File: config.mk
export PLATFORM = sky130hd
export DESIGN_NAME = vram_scanout
export DESIGN_NICKNAME = d
export VERILOG_FILES = /design/src/rtl/vram_scanout.sv
export SDC_FILE = /design/constraint.sdc
export NUM_CORES = 1
export LEC_CHECK = 0
export ABC_CLOCK_PERIOD_IN_PS = 2990
export CELL_PAD_IN_SITES_DETAIL_PLACEMENT = 1
export CELL_PAD_IN_SITES_GLOBAL_PLACEMENT = 2
export CORE_ASPECT_RATIO = 1.1
export CORE_MARGIN = 2
export CORE_UTILIZATION = 36
export DETAILED_ROUTE_END_ITERATION = 10
export PLACE_DENSITY = 0.91
export SLEW_MARGIN = 20
export SYNTH_ARGS = -nofsm -noshare
export SYNTH_HDL_FRONTEND = slang
export SYNTH_SLANG_ARGS = --single-unit
File: constraint.sdc
create_clock -name clk -period 2.99 [get_ports clk]
set_clock_uncertainty 0.05 [all_clocks]
set_input_delay 0.299 -clock clk [delete_from_list [all_inputs] [get_ports clk]]
set_output_delay 0.299 -clock clk [all_outputs]
set_load 0.02 [all_outputs]
File: src/rtl/vram_scanout.sv
// VGA scan-out for the sprite unit's double-buffered VRAM: raster timing, SCALE x SCALE
// pixel replication from the front bank, and a tear-free bank swap at vblank start.
module vram_scanout #(
  parameter int H_ACTIVE   = 640,
  parameter int H_FP       = 16,
  parameter int H_SYNC     = 96,
  parameter int H_BP       = 48,
  parameter int V_ACTIVE   = 480,
  parameter int V_FP       = 10,
  parameter int V_SYNC     = 2,
  parameter int V_BP       = 33,
  parameter int SCALE_LOG2 = 2,
  parameter int ADDR_W     = 15,
  parameter int PIX_W      = 4,
  parameter bit SYNC_POL   = 1'b0
) (
  input  logic              clk,
  input  logic              rst,
  output logic              rd_en,
  output logic [ADDR_W:0]   rd_addr,
  input  logic [PIX_W-1:0]  rd_data,
  input  logic              swap_req,
  output logic              swap_ack,
  output logic              front_bank,
  output logic              frame_start,
  output logic              hsync,
  output logic              vsync,
  output logic              de,
  output logic [PIX_W-1:0]  pixel
);

  localparam int H_TOTAL = H_ACTIVE + H_FP + H_SYNC + H_BP;
  localparam int V_TOTAL = V_ACTIVE + V_FP + V_SYNC + V_BP;
  localparam int FB_W    = H_ACTIVE >> SCALE_LOG2;
  localparam int HW      = $clog2(H_TOTAL);
  localparam int VW      = $clog2(V_TOTAL);

  localparam logic [HW-1:0] H_LAST = HW'(H_TOTAL - 1);
  localparam logic [HW-1:0] H_ACT  = HW'(H_ACTIVE);
  localparam logic [HW-1:0] HS_BEG = HW'(H_ACTIVE + H_FP);
  localparam logic [HW-1:0] HS_END = HW'(H_ACTIVE + H_FP + H_SYNC);
  localparam logic [VW-1:0] V_LAST = VW'(V_TOTAL - 1);
  localparam logic [VW-1:0] V_ACT  = VW'(V_ACTIVE);
  localparam logic [VW-1:0] VS_BEG = VW'(V_ACTIVE + V_FP);
  localparam logic [VW-1:0] VS_END = VW'(V_ACTIVE + V_FP + V_SYNC);

  logic [HW-1:0]     h;
  logic [VW-1:0]     v;
  logic              active, hs_win, vs_win, vblank_start;
  logic [ADDR_W-1:0] fb_addr;
  logic              s1_hs, s1_vs;
  logic              s2_act, s2_hs, s2_vs;

  // NOTE: state registers use non-blocking assignments so every flop samples pre-edge values.
  always_ff @(posedge clk or posedge rst) begin
    if (rst) begin
      h <= '0;
      v <= '0;
    end else if (h == H_LAST) begin
      h <= '0;
      v <= (v == V_LAST) ? '0 : v + 1'b1;
    end else begin
      h <= h + 1'b1;
    end
  end

  // NOTE: every always_comb output is assigned on all paths, so no latches are inferred.
  always_comb begin
    active       = (h < H_ACT) && (v < V_ACT);
    hs_win       = (h >= HS_BEG) && (h < HS_END);
    vs_win       = (v >= VS_BEG) && (v < VS_END);
    vblank_start = (h == '0) && (v == V_ACT);
    fb_addr      = ADDR_W'(v >> SCALE_LOG2) * ADDR_W'(FB_W) + ADDR_W'(h >> SCALE_LOG2);
  end

  // Stage 1: issue the VRAM read; sync windows ride alongside so they stay aligned with pixel data.
  always_ff @(posedge clk or posedge rst) begin
    if (rst) begin
      rd_en       <= 1'b0;
      rd_addr     <= '0;
      frame_start <= 1'b0;
      s1_hs       <= 1'b0;
      s1_vs       <= 1'b0;
    end else begin
      rd_en       <= active;
      rd_addr     <= active ? {front_bank, fb_addr} : '0;
      frame_start <= (h == '0) && (v == '0);
      s1_hs       <= hs_win;
      s1_vs       <= vs_win;
    end
  end

  // Stage 2 waits out the RAM latency; stage 3 registers the visible outputs.
  always_ff @(posedge clk or posedge rst) begin
    if (rst) begin
      s2_act <= 1'b0;
      s2_hs  <= 1'b0;
      s2_vs  <= 1'b0;
      de     <= 1'b0;
      pixel  <= '0;
      hsync  <= ~SYNC_POL;
      vsync  <= ~SYNC_POL;
    end else begin
      s2_act <= rd_en;
      s2_hs  <= s1_hs;
      s2_vs  <= s1_vs;
      de     <= s2_act;
      pixel  <= s2_act ? rd_data : '0;
      hsync  <= s2_hs ? SYNC_POL : ~SYNC_POL;
      vsync  <= s2_vs ? SYNC_POL : ~SYNC_POL;
    end
  end

  // The swap is only sampled at vblank start, when no active fetch is in flight.
  always_ff @(posedge clk or posedge rst) begin
    if (rst) begin
      front_bank <= 1'b0;
      swap_ack   <= 1'b0;
    end else if (vblank_start && swap_req) begin
      front_bank <= ~front_bank;
      swap_ack   <= 1'b1;
    end else begin
      swap_ack   <= 1'b0;
    end
  end

endmodule

* After elaboration in Yosys (flattened, before gate mapping) *
Cells that the tools add are included.

storage, ports and cells
  logic and storage cells = 45
  input port bits = 7
  memory bits (writable) = 0
  memories = 0
  flip-flop bits (word level) = 52
  bits in latches = 0
  memory bits (read-only) = 0

operators by class
  multipliers = 1
  bitwise operators = 1
  shift operators = 0
  magnitude comparators = 6
  reductions and logical operators = 8
  div/mod/pow operators = 0
  $add $sub $neg = 3
  multiplexer cells = 7
  eq/ne operators = 3

operators by type and width
  cell                     count
  $add A10 B1 Y10 const B  2
  $eq A10 B10 Y1 const B   2
  $logic_not A10 Y1        2
  $lt A10 B10 Y1 const B   2
  $lt A10 B9 Y1 const B    2
  $mux W10                 2
  $mux W16                 1
  $add A15 B8 Y15          1
  $eq A10 B9 Y1 const B    1
  $ge A10 B10 Y1 const B   1
  $ge A10 B9 Y1 const B    1
  $mul A8 B3 Y10 const B   1
  $logic_and A1 B1 Y1      6
  $mux W4                  1
  $mux W1                  3
  $not A1 Y1               1

* Depth between registers and ports, before layout *
  word-level depth = 4
  depth in mapped cells = 8
  depth with buffers taken out = 8

* Least setup slack after synthesis *
Ideal clock, no wire load.

  kind = register to register
  start point = register v[3]
  end point = register rd_addr[13]
  slack = 0.468 ns
  data arrival time = 2.343 ns
  stages on the path, launching flop included = 9
  required time = 2.810 ns
  setup time = 0.130 ns
  cell sequence = dfrtp_1 ha_1 ha_1 fa_1 a211oi_1 o211ai_1 nor4_1 xnor2_1 nor2_1

on the way
  longest elaborated chain between the ends = 3

ends and longest elaborated chain
  item                                                           RTL line  RTL
  from (decl)                                                    48        logic [VW-1:0] v;
  from (signal assigned)                                         61        v <= (v == V_LAST) ? '0 : v + 1'b1;
  $mul A8 B3 Y10 / $lt A10 B9 Y1 (equally long branches)         73, 69
  $add A15 B8 Y15 / $logic_and A1 B1 Y1 (equally long branches)  73, 69
  $mux W16 (*)                                                   86        rd_addr <= active ? {front_bank, fb_addr} : '0;
  to (signal assigned)                                           86
  to (decl)                                                      20        output logic [ADDR_W:0] rd_addr,

Mark *: on every way between the ends. The rest lies on a longest branch, timed or not.
A chain may end at the register's enable or synchronous reset.

* Worst setup path in the final report *
  start point = register v[5]
  end point = register rd_addr[13]

Same word-level chain as after synthesis.

==> impl_metrics.py <==
metrics = {
    "finish": {
        "final_nets": 299,
        "postLayoutCoreUtil_pct": 44.6,
        "antenna_cells": 0,
        "drive_gt1_share_pct": 9.93,
        "fillCellCount": 769,
        "area_growth_pct": 20.8,
    },
    "timing": {
        "slew_violations": 0,
        "slew_headroom_pct": 63.6,
        "rsz0062_at_grt": "no",
        "finalSetupViolCount": 0,
        "max_freq_mhz": 382,
        "post-route-min-period_ns": 2.62,
        "fin_crit_sh_pct": 87.5,
        "finalHoldViolCount": 0,
        "tightestPinTransition_ns": 0.546,
        "setup_tns_ns": 0,
    },
    "place": {
        "dp_hpwl_mm": 4.16,
        "portBuffers": 33,
        "gp_congestion": 0.784,
    },
    "route": {
        "ant_nets": 0,
        "drt-wirelength-per-cell_um": 15.0,
        "dr.pass1.iters": 4,
        "routed_wirelength_mm": 5.36,
        "drt-vias-per-instance": 5.18,
        "drc": 0,
        "drtIter0Drc": 59,
        "dr_total_vias": 1851,
    },
    "logic_synthesis": {
        "synthSimpleGateAreaFrac_pct": 20.6,
        "synth_area_leaders": "dfrtp_1 (49%), ha_1 (9.2%), nor2_1 (3.1%)",
        "synth_nets": 258,
        "yosys.area.top_type": "dfrtp_1",
        "yosysWarnings": 0,
        "synth_compound_area_share_pct": 9.09,
        "syn-cell-area_mm2": 0.00257,
        "synth_fa_ha_area_share_pct": 10.8,
        "postSynth.asyncResetShare_pct": 100,
        "synth_edf_count": 0,
        "synth_area_per_cell_um2": 11.2,
        "yosysSeqAreaShare_pct": 50.7,
        "synth.distinct_cells": 47,
        "yosysTopAreaCellShare_pct": 48.6,
        "synthFlopType": "dfrtp_1",
        "netlist_instances": 230,
        "synth_seq_cells": 52,
        "synth_top_family_by_area": "simple AND/OR/NAND/NOR gates",
        "synth-xor-area-share_pct": 6.42,
        "synthMuxAreaShare_pct": 0,
    },
    "clock_tree": {
        "clock_latency_ns": 0.31,
        "holdBufCountCts": 0,
        "cts_resized": 0,
        "cts_tree": "built",
        "post-cts-setup-buffers": 0,
        "clock_sinks": 52,
        "cts_buffers": 5,
        "cts_root_buf": "clkbuf_8",
        "clk_path_buf_depth": 2,
        "cts_max_level": 2,
        "cts.reportedPaths.clkPinSlew_ns": 0.10,
    },
    "pwr": {
        "clkPwrFrac_pct": 36.0,
        "p_leak_nw": 1.46,
        "switching_share_pct": 23.1,
        "peakVddDrop_mv": 0.265,
        "seq_power_share_pct": 61.0,
        "comb_power_share_pct": 3.0,
        "powerDensity_mw_per_mm2": 373,
        "p_int_w": 0.000891,
        "switchingPower_w": 0.000267,
    },
    "global_routing": {
        "antenna_found_initial": 0,
        "grtUsageTotal_pct": 14.7,
        "grt_pass1_vias": 1928,
        "overflow": 0,
        "grt_max_degree": 26,
        "grt_first_pass_wirelength_mm": 9.34,
    },
    "setup_path": {
        "required_ns": 3.13,
        "end_kind": "flop",
        "path_max_fanout": 7,
        "r2r_end": "rd_addr[13]",
        "reg2reg_depth": 8,
        "path_class": "reg2reg",
        "critPathArrivalTime_ns": 2.76,
        "cp-start-kind": "flop",
        "rrSetupSlack_ns": 0.37,
        "reg2reg_from": "v[5]",
    },
    "die": {
        "dieArea_mm2": 0.00784,
        "start_util_pct": 36.9,
        "die_w_um": 84.6,
        "die_h_um": 92.7,
        "core_mm2": 0.00697,
        "io_pins": 34,
        "num_rows": 32,
    },
    "worst_hold_path": {
        "min_path_type": "in2async",
    },
    "outcome": {
        "status": "complete, no violations",
    },
    "flow_run": {
        "maxCapViolations": 0,
    },
}
==> worst max path at each step <==
| stage | from | depth (start not counted) | to | slack [ns] |
|---|---|---|---|---|
| floorplan | v[3] | 8 | rd_addr[13] | 0.47 |
| global placement | v[5] | 8 | rd_addr[13] | 0.40 |
| detailed placement | v[5] | 8 | rd_addr[13] | 0.35 |
| CTS | v[5] | 8 | rd_addr[13] | 0.33 |
| global route | v[5] | 8 | rd_addr[13] | 0.16 |
| finish | v[5] | 8 | rd_addr[13] | 0.37 |
==> power by group through the flow <==
stage | sequential (W) | combinational [W] | clock [W]
finish | 0.000706 | 0.0000351 | 0.000417
global route | 0.000707 | 0.0000388 | 0.000462
CTS | 0.000706 | 0.0000367 | 0.000439
detailed placement | 0.000720 | 0.0000366 | 0
global placement | 0.000720 | 0.0000355 | 0
floorplan | 0.000724 | 0.0000121 | 0
==> per-stage QoR <==
step	power, W	setup WS [ns]	hold slack [ns]	instance area [um^2]	cells
final	0.00116	0.373	0.301	3110	357
after global routing	0.00121	0.159	0.321	3110	357
after CTS	0.00118	0.333	0.312	3110	357
after detailed placement	0.000757	0.347	0.289	3010	349
after global placement	0.000755	0.400	0.288	3010	349
after floorplan	0.000736	0.468	0.281	2570	230
==> cells in the mapped netlist (2+ instances only) <==
library cell	n
and2_1	12
nor4_1	4
o21ba_2	2
o31ai_1	3
and3_1	5
nor3_1	2
nand4_1	7
a21o_1	2
and4_1	2
nand2b_1	3
nor2b_1	2
buf_6	2
xnor2_1	8
o21ai_1	2
nor2_1	21
fa_1	2
dfstp_2	2
a21oi_1	3
o211ai_1	4
ha_1	19
dfrtp_1	50
nand2_1	16
nand3_1	4
inv_1	10
o21ai_0	11
xor2_1	9
a211oi_1	3
==> critical path: stages, from the launching register on <==
cell	delay, ns
dfrtp_1	0.46
ha_1	0.31
ha_1	0.23
fa_1	0.41
a211oi_1	0.41
o211ai_1	0.16
nor4_1	0.25
xnor2_1	0.16
nor2_1	0.06
==> final cells by class <==
cell class                 instances  area [um^2]  share of cell area (%)
clock buffer                       5         68.8                    2.21
inverter                          10         37.5                    1.21
sequential                        52         1300                    41.9
clock inverter                     3         25.0                   0.805
timing repair buffer              37          360                    11.6
multi-input combinational        165         1210                    38.8
tap                               85          106                    3.42
==> flip-flops by register name, indices dropped and copies added, names as in the netlist, 4 cells and up <==
name     count
h           10
pixel        4
rd_addr     16
v           10
==> cells by family (layout without fill, tap and decap cells) <==
kind of cell	Yosys count	count (layout)
AO/OA/AOI/OAI	35	35
XOR/XNOR	18	18
adder cells (fa/ha/maj)	21	21
buffers and inverters	13	55
flip-flops	52	52
AND/OR/NAND/NOR	91	91
==> metal layers <==
| layer | routed length (um) | GRT usage (%) |
|---|---|---|
| met3 | 144 | 2.41 |
| met4 | 64 | 4.10 |
| met5 | 0 | 0 |
| met2 | 2800 | 26.8 |
| met1 | 2350 | 17.8 |
==> layout by cell type, fill, tap and decap left out, drive strengths merged, types with 3 or more instances in the layout <==
cell type	Yosys	routed
buf	2	4
nor2	22	22
nor3	4	4
nand2b	3	3
clkbuf	1	5
inv	10	12
xnor2	8	8
o21ai	13	13
clkdlybuf4s50	0	33
nor4	4	4
dfrtp	50	50
nand3	4	4
and3	6	6
nand4	8	8
a211oi	4	4
xor2	10	10
ha	19	19
and2	12	12
nand2	16	16
o211ai	4	4
a21oi	3	3
o31ai	3	3
No activity file was read; power rests on OpenSTA's default activity.
